File: config.mk
export PLATFORM = sky130hd
export DESIGN_NAME = tinyalu_arbiter
export DESIGN_NICKNAME = d
export VERILOG_FILES = /design/src/rtl/tinyalu_arbiter.sv
export SDC_FILE = /design/constraint.sdc
export NUM_CORES = 1
export LEC_CHECK = 0
export CORE_MARGIN = 1
export CORE_UTILIZATION = 44
export CTS_CLUSTER_DIAMETER = 40
export CTS_CLUSTER_SIZE = 40
export DETAILED_ROUTE_END_ITERATION = 8
export PLACE_DENSITY = 0.95
export SYNTH_ARGS = -nofsm -noshare
export SYNTH_HDL_FRONTEND = slang
export SYNTH_SLANG_ARGS = --single-unit
File: constraint.sdc
create_clock -name clk -period 2.8 [get_ports clk]
set_input_delay 0.56 -clock clk [delete_from_list [all_inputs] [get_ports clk]]
set_output_delay 0.56 -clock clk [all_outputs]
set_load 0.005 [all_outputs]
File: src/rtl/tinyalu_arbiter.sv
// tinyalu_arbiter: round-robin front end that shares one tinyalu between two requesters,
// answering no_op/illegal opcodes locally and aborting ALU operations that never finish.
module tinyalu_arbiter #(
  parameter int TIMEOUT_CYCLES = 16
) (
  input  logic        clk,
  input  logic        reset_n,
  input  logic        req0_valid,
  output logic        req0_ready,
  input  logic [7:0]  req0_A,
  input  logic [7:0]  req0_B,
  input  logic [2:0]  req0_op,
  output logic        rsp0_valid,
  output logic [15:0] rsp0_result,
  output logic        rsp0_err,
  input  logic        req1_valid,
  output logic        req1_ready,
  input  logic [7:0]  req1_A,
  input  logic [7:0]  req1_B,
  input  logic [2:0]  req1_op,
  output logic        rsp1_valid,
  output logic [15:0] rsp1_result,
  output logic        rsp1_err,
  output logic [7:0]  alu_A,
  output logic [7:0]  alu_B,
  output logic [2:0]  alu_op,
  output logic        alu_start,
  input  logic        alu_done,
  input  logic [15:0] alu_result,
  output logic        busy
);

  typedef enum logic [1:0] {IDLE, EXEC, RESP} state_t;

  state_t      state, next_state;
  logic        last_grant;
  logic        lat_port;
  logic [7:0]  lat_a, lat_b;
  logic [2:0]  lat_op;
  logic [15:0] result_q;
  logic        err_q;
  logic [7:0]  tmo_cnt;

  logic        grant0, grant1, accept, acc_port, acc_legal, timeout_hit;
  logic [7:0]  acc_a, acc_b;
  logic [2:0]  acc_op;

  // Round-robin: a lone requester always wins, a tie goes to the port that did not win last.
  always_comb begin
    grant0      = req0_valid && (!req1_valid || last_grant);
    grant1      = req1_valid && (!req0_valid || !last_grant);
    accept      = (state == IDLE) && (grant0 || grant1);
    acc_port    = grant1;
    acc_a       = grant1 ? req1_A  : req0_A;
    acc_b       = grant1 ? req1_B  : req0_B;
    acc_op      = grant1 ? req1_op : req0_op;
    acc_legal   = (acc_op >= 3'd1) && (acc_op <= 3'd4);
    timeout_hit = (tmo_cnt == 8'(TIMEOUT_CYCLES - 1));
  end

  always_ff @(posedge clk or negedge reset_n) begin
    if (!reset_n) state <= IDLE;
    else          state <= next_state;
  end

  always_comb begin
    next_state = state;
    case (state)
      IDLE: if (accept) next_state = acc_legal ? EXEC : RESP;
      EXEC: if (alu_done || timeout_hit) next_state = RESP;
      RESP: next_state = IDLE;
      default: next_state = IDLE;
    endcase
  end

  always_comb begin
    req0_ready  = (state == IDLE) && grant0;
    req1_ready  = (state == IDLE) && grant1;
    rsp0_valid  = (state == RESP) && !lat_port;
    rsp1_valid  = (state == RESP) && lat_port;
    rsp0_result = rsp0_valid ? result_q : 16'h0000;
    rsp1_result = rsp1_valid ? result_q : 16'h0000;
    rsp0_err    = rsp0_valid && err_q;
    rsp1_err    = rsp1_valid && err_q;
    alu_start   = (state == EXEC);
    alu_A       = lat_a;
    alu_B       = lat_b;
    alu_op      = lat_op;
    busy        = (state != IDLE);
  end

  // Local ops resolve their result at accept time; ALU ops resolve it on done or timeout.
  always_ff @(posedge clk or negedge reset_n) begin
    if (!reset_n) begin
      last_grant <= 1'b1;
      lat_port   <= 1'b0;
      lat_a      <= 8'h00;
      lat_b      <= 8'h00;
      lat_op     <= 3'd0;
      result_q   <= 16'h0000;
      err_q      <= 1'b0;
      tmo_cnt    <= 8'h00;
    end else begin
      case (state)
        IDLE: begin
          if (accept) begin
            lat_a      <= acc_a;
            lat_b      <= acc_b;
            lat_op     <= acc_op;
            lat_port   <= acc_port;
            last_grant <= acc_port;
            tmo_cnt    <= 8'h00;
            result_q   <= 16'h0000;
            err_q      <= !acc_legal && (acc_op != 3'd0);
          end
        end
        EXEC: begin
          tmo_cnt <= tmo_cnt + 8'd1;
          if (alu_done) begin
            result_q <= alu_result;
            err_q    <= 1'b0;
          end else if (timeout_hit) begin
            result_q <= 16'h0000;
            err_q    <= 1'b1;
          end
        end
        default: ;
      endcase
    end
  end

endmodule

==> metrics.md <==
| Metric | Value |
|---|---|
| Outcome | finished, final reports clean |
| N_diodes | 0 |
| Final core occ | 0.718 |
| CTS tree | built |
| Post-CTS Hold Fix Bufs | 0 |
| YS warnings | 0 |
| CTS max path bufs | 2 |
| Main synth FF type | dfrtp_1 |
| Max Clock Freq | 375 MHz |
| TritonCTS Sinks | 48 |
| Vias in the first global route | 2091 |
| Total CTS buffers | 5 |
| Power per cell area | 756 nW/µm² |
| Slew HR | 0.503 |
| #FFs+latches synth | 48 |
| RR Endpoint | err_q |
| Finish-stage setup viols | 0 |
| H-tree lvl count | 2 |
| Req. time, crit path | 2.24 ns |
| Final period util | 0.951 |
| Number of flops mapped to enable cells by yosys | 0 |
| Mean Syn Cell Area | 10.2 µm² |
| Largest cells by area after synthesis | dfrtp_1 49%, and2_1 9.4%, mux2i_1 9.2% |
| Residual DRC | 0 |
| Aggregate global routing overflow | 0 |
| Critical path class | primary input to output pin |
| Final worst path period need | 2.66 ns |
| Clock latency on the worst-skew pair | 0.29 ns |
| CP Capture Type | output pin |
| Inst Count DP | 412 |
| Synth area leader | dfrtp_1 |
| Seq/Total Area, Yosys | 0.501 |
| Total Power | 2.81 mW |
| Final Slew Violations | 0 |
| Post-synth ARST share | 1.00 |
| Drt via density | 5.08 |
| Worst-path fanout max | 6 |
| Area growth, synth to finish | 54.6% |
| Initial cell density of the core | 0.464 |
| Setup_tns | 0 ns |
| P_leak | 1.62 nW |
| Mapped Nets | 295 |
| Hold WS | 0.217 ns |
| Hold Crit Class | primary input to async pin |
| Layout cell share with drive strength beyond 1 | 0.0857 |
| Total core area | 5170 µm² |
| Mapped cell area | 2400 µm² |
| Hold violation count in the final report | 0 |
| Iter 0 DRT Violations | 71 |
| Die Span X | 75.9 µm |
| Reg-to-Reg Start | tmo_cnt[0] |
| # rows | 26 |
| DRT Pass-1 Iters | 4 |
| Crit path arrival time | 2.10 ns |
| Pin count of the biggest net entering global routing | 45 |
| Global-route wire length before repair | 9.27 mm |
| Yosys top cell area share | 0.490 |
| Antenna violations before repair | 0 |
| Clock Skew | 0.00336 ns |
| RSZ-0062 raised after global routing | false |
| Synth cell types | 36 |
| FILL cells | 378 |
| Routed Antenna Nets | 0 |
| Maximum VDD drop | 0.000497 V |
| Port Buf Inserts | 117 |
| Die ar. | 5760 µm² |
| Total of max-cap violations | 0 |
| HPWL after detailed placement | 4.31 mm |
| Global placement routability congestion | 0.836 |
| Crit path launch type | primary input |
| Post-Synthesis Cells | 235 |
| Setup Buffers After CTS | 0 |
| Total vias in the final route | 2134 |
| Gr usage total | 0.215 |
| Die Y-Extent | 75.9 µm |
| R2R Setup Slk | 0.84 ns |
| Clock slew at reported path FFs | 0.08 ns |
| Post-CTS sizing | 0 |
| Root Driver | clkbuf_8 |
| Worst Tran Pin Value | 0.745 ns |
| # nets final | 409 |
| DR WL/cell | 13.7 µm |
| Final instance count without filler cells | 420 |
| Number of I/O pins | 118 |
| Final wirelength | 5.74 mm |
| R2R depth | 5 |
[cells in the mapped netlist (2+ instances only)]
cell	instances
dfrtp_1	47
buf_2	4
inv_2	2
o21ai_1	8
o21ai_0	21
inv_1	4
a21oi_1	2
nor3_1	2
nand2_1	25
clkbuf_1	9
mux2i_1	22
nor2_1	7
a22o_1	10
a22o_2	6
and3_1	4
a31oi_1	2
nand4_1	2
nand3_1	4
or2_2	2
and2_1	36
[power by group]
part	total [mW]	internal, mW	switching, mW
clock	0.419	0.202	0.217
sequential	1.13	0.956	0.176
combinational	1.26	0.698	0.560
[sequential cells by signal (all words and copies together), names as in the netlist]
register,flops
alu_A,8
alu_B,8
alu_op,3
err_q,1
last_grant,1
lat_port,1
result_q,16
state,2
tmo_cnt,8
[per-stage QoR]
stage | area (µm²) | worst slack, ns
after global routing | 3710 | 0.0531
after CTS | 3710 | 0.156
after detailed placement | 3620 | 0.165
after global placement | 3620 | 0.292
final | 3710 | 0.136
after floorplan | 2400 | 1.02
[how the worst max path moves through the flow]
stage	from	endpoint	slack (ns)	depth (start not counted)
after floorplan	state[0]	rsp0_result[10]	1.02	5
after global placement	req1_valid	req1_ready	0.29	4
after detailed placement	req1_valid	req1_ready	0.16	4
after CTS	state[0]	rsp0_result[2]	0.16	4
after global routing	state[0]	rsp1_result[15]	0.05	4
final	req1_valid	req1_ready	0.14	4
[cell usage in the layout (no fill, tap or decap), types with 6 or more instances in the layout]
master / synthesis / layout
a22o_2: 6 / 6
clkbuf_8: 0 / 6
nor2_1: 7 / 7
o21ai_0: 21 / 21
dfrtp_1: 47 / 47
nand2_1: 25 / 25
and2_1: 36 / 36
o21ai_1: 8 / 7
a22o_1: 10 / 10
clkdlybuf4s50_1: 0 / 116
mux2i_1: 22 / 22
[cell families (layout without fill, tap and decap cells)]
family / count (synthesis) / in the layout / synth area share
AOI/OAI and AO/OA: 55 / 55 / 0.159
buffers and inverters: 20 / 135 / 0.0365
xor gates and xnor gates: 1 / 1 / 0.00365
DFF: 48 / 48 / 0.501
and+or+nand+nor: 87 / 87 / 0.197
muxes: 23 / 23 / 0.0979
adders and majority gates: 1 / 1 / 0.00521
[layout make-up]
cell class	instances	area, µm²	share of cell area
Clock buffer	8	90.1	0.0243
Inverter	6	22.5	0.00606
Multi-Input combinational cell	167	1120	0.300
Sequential cell	48	1200	0.324
Tap cell	70	87.6	0.0236
Timing Repair Buffer	121	1200	0.322
[critical path: stages]
cell,delay [ns]
clkdlybuf4s50_1,0.60
a21boi_2,0.23
and2_1,0.17
clkdlybuf4s50_1,0.54
[per-layer routing]
| metal | global-route usage | up-vias | part of all wire |
|---|---|---|---|
| li1 | - | 1042 | - |
| met5 | 0 | - | 0 |
| met4 | 0.0844 | 0 | 0.015 |
| met3 | 0.0582 | 10 | 0.086 |
| met2 | 0.382 | 112 | 0.48 |
| met1 | 0.245 | 970 | 0.42 |
Note: power is estimated with default switching activity, not from simulation.
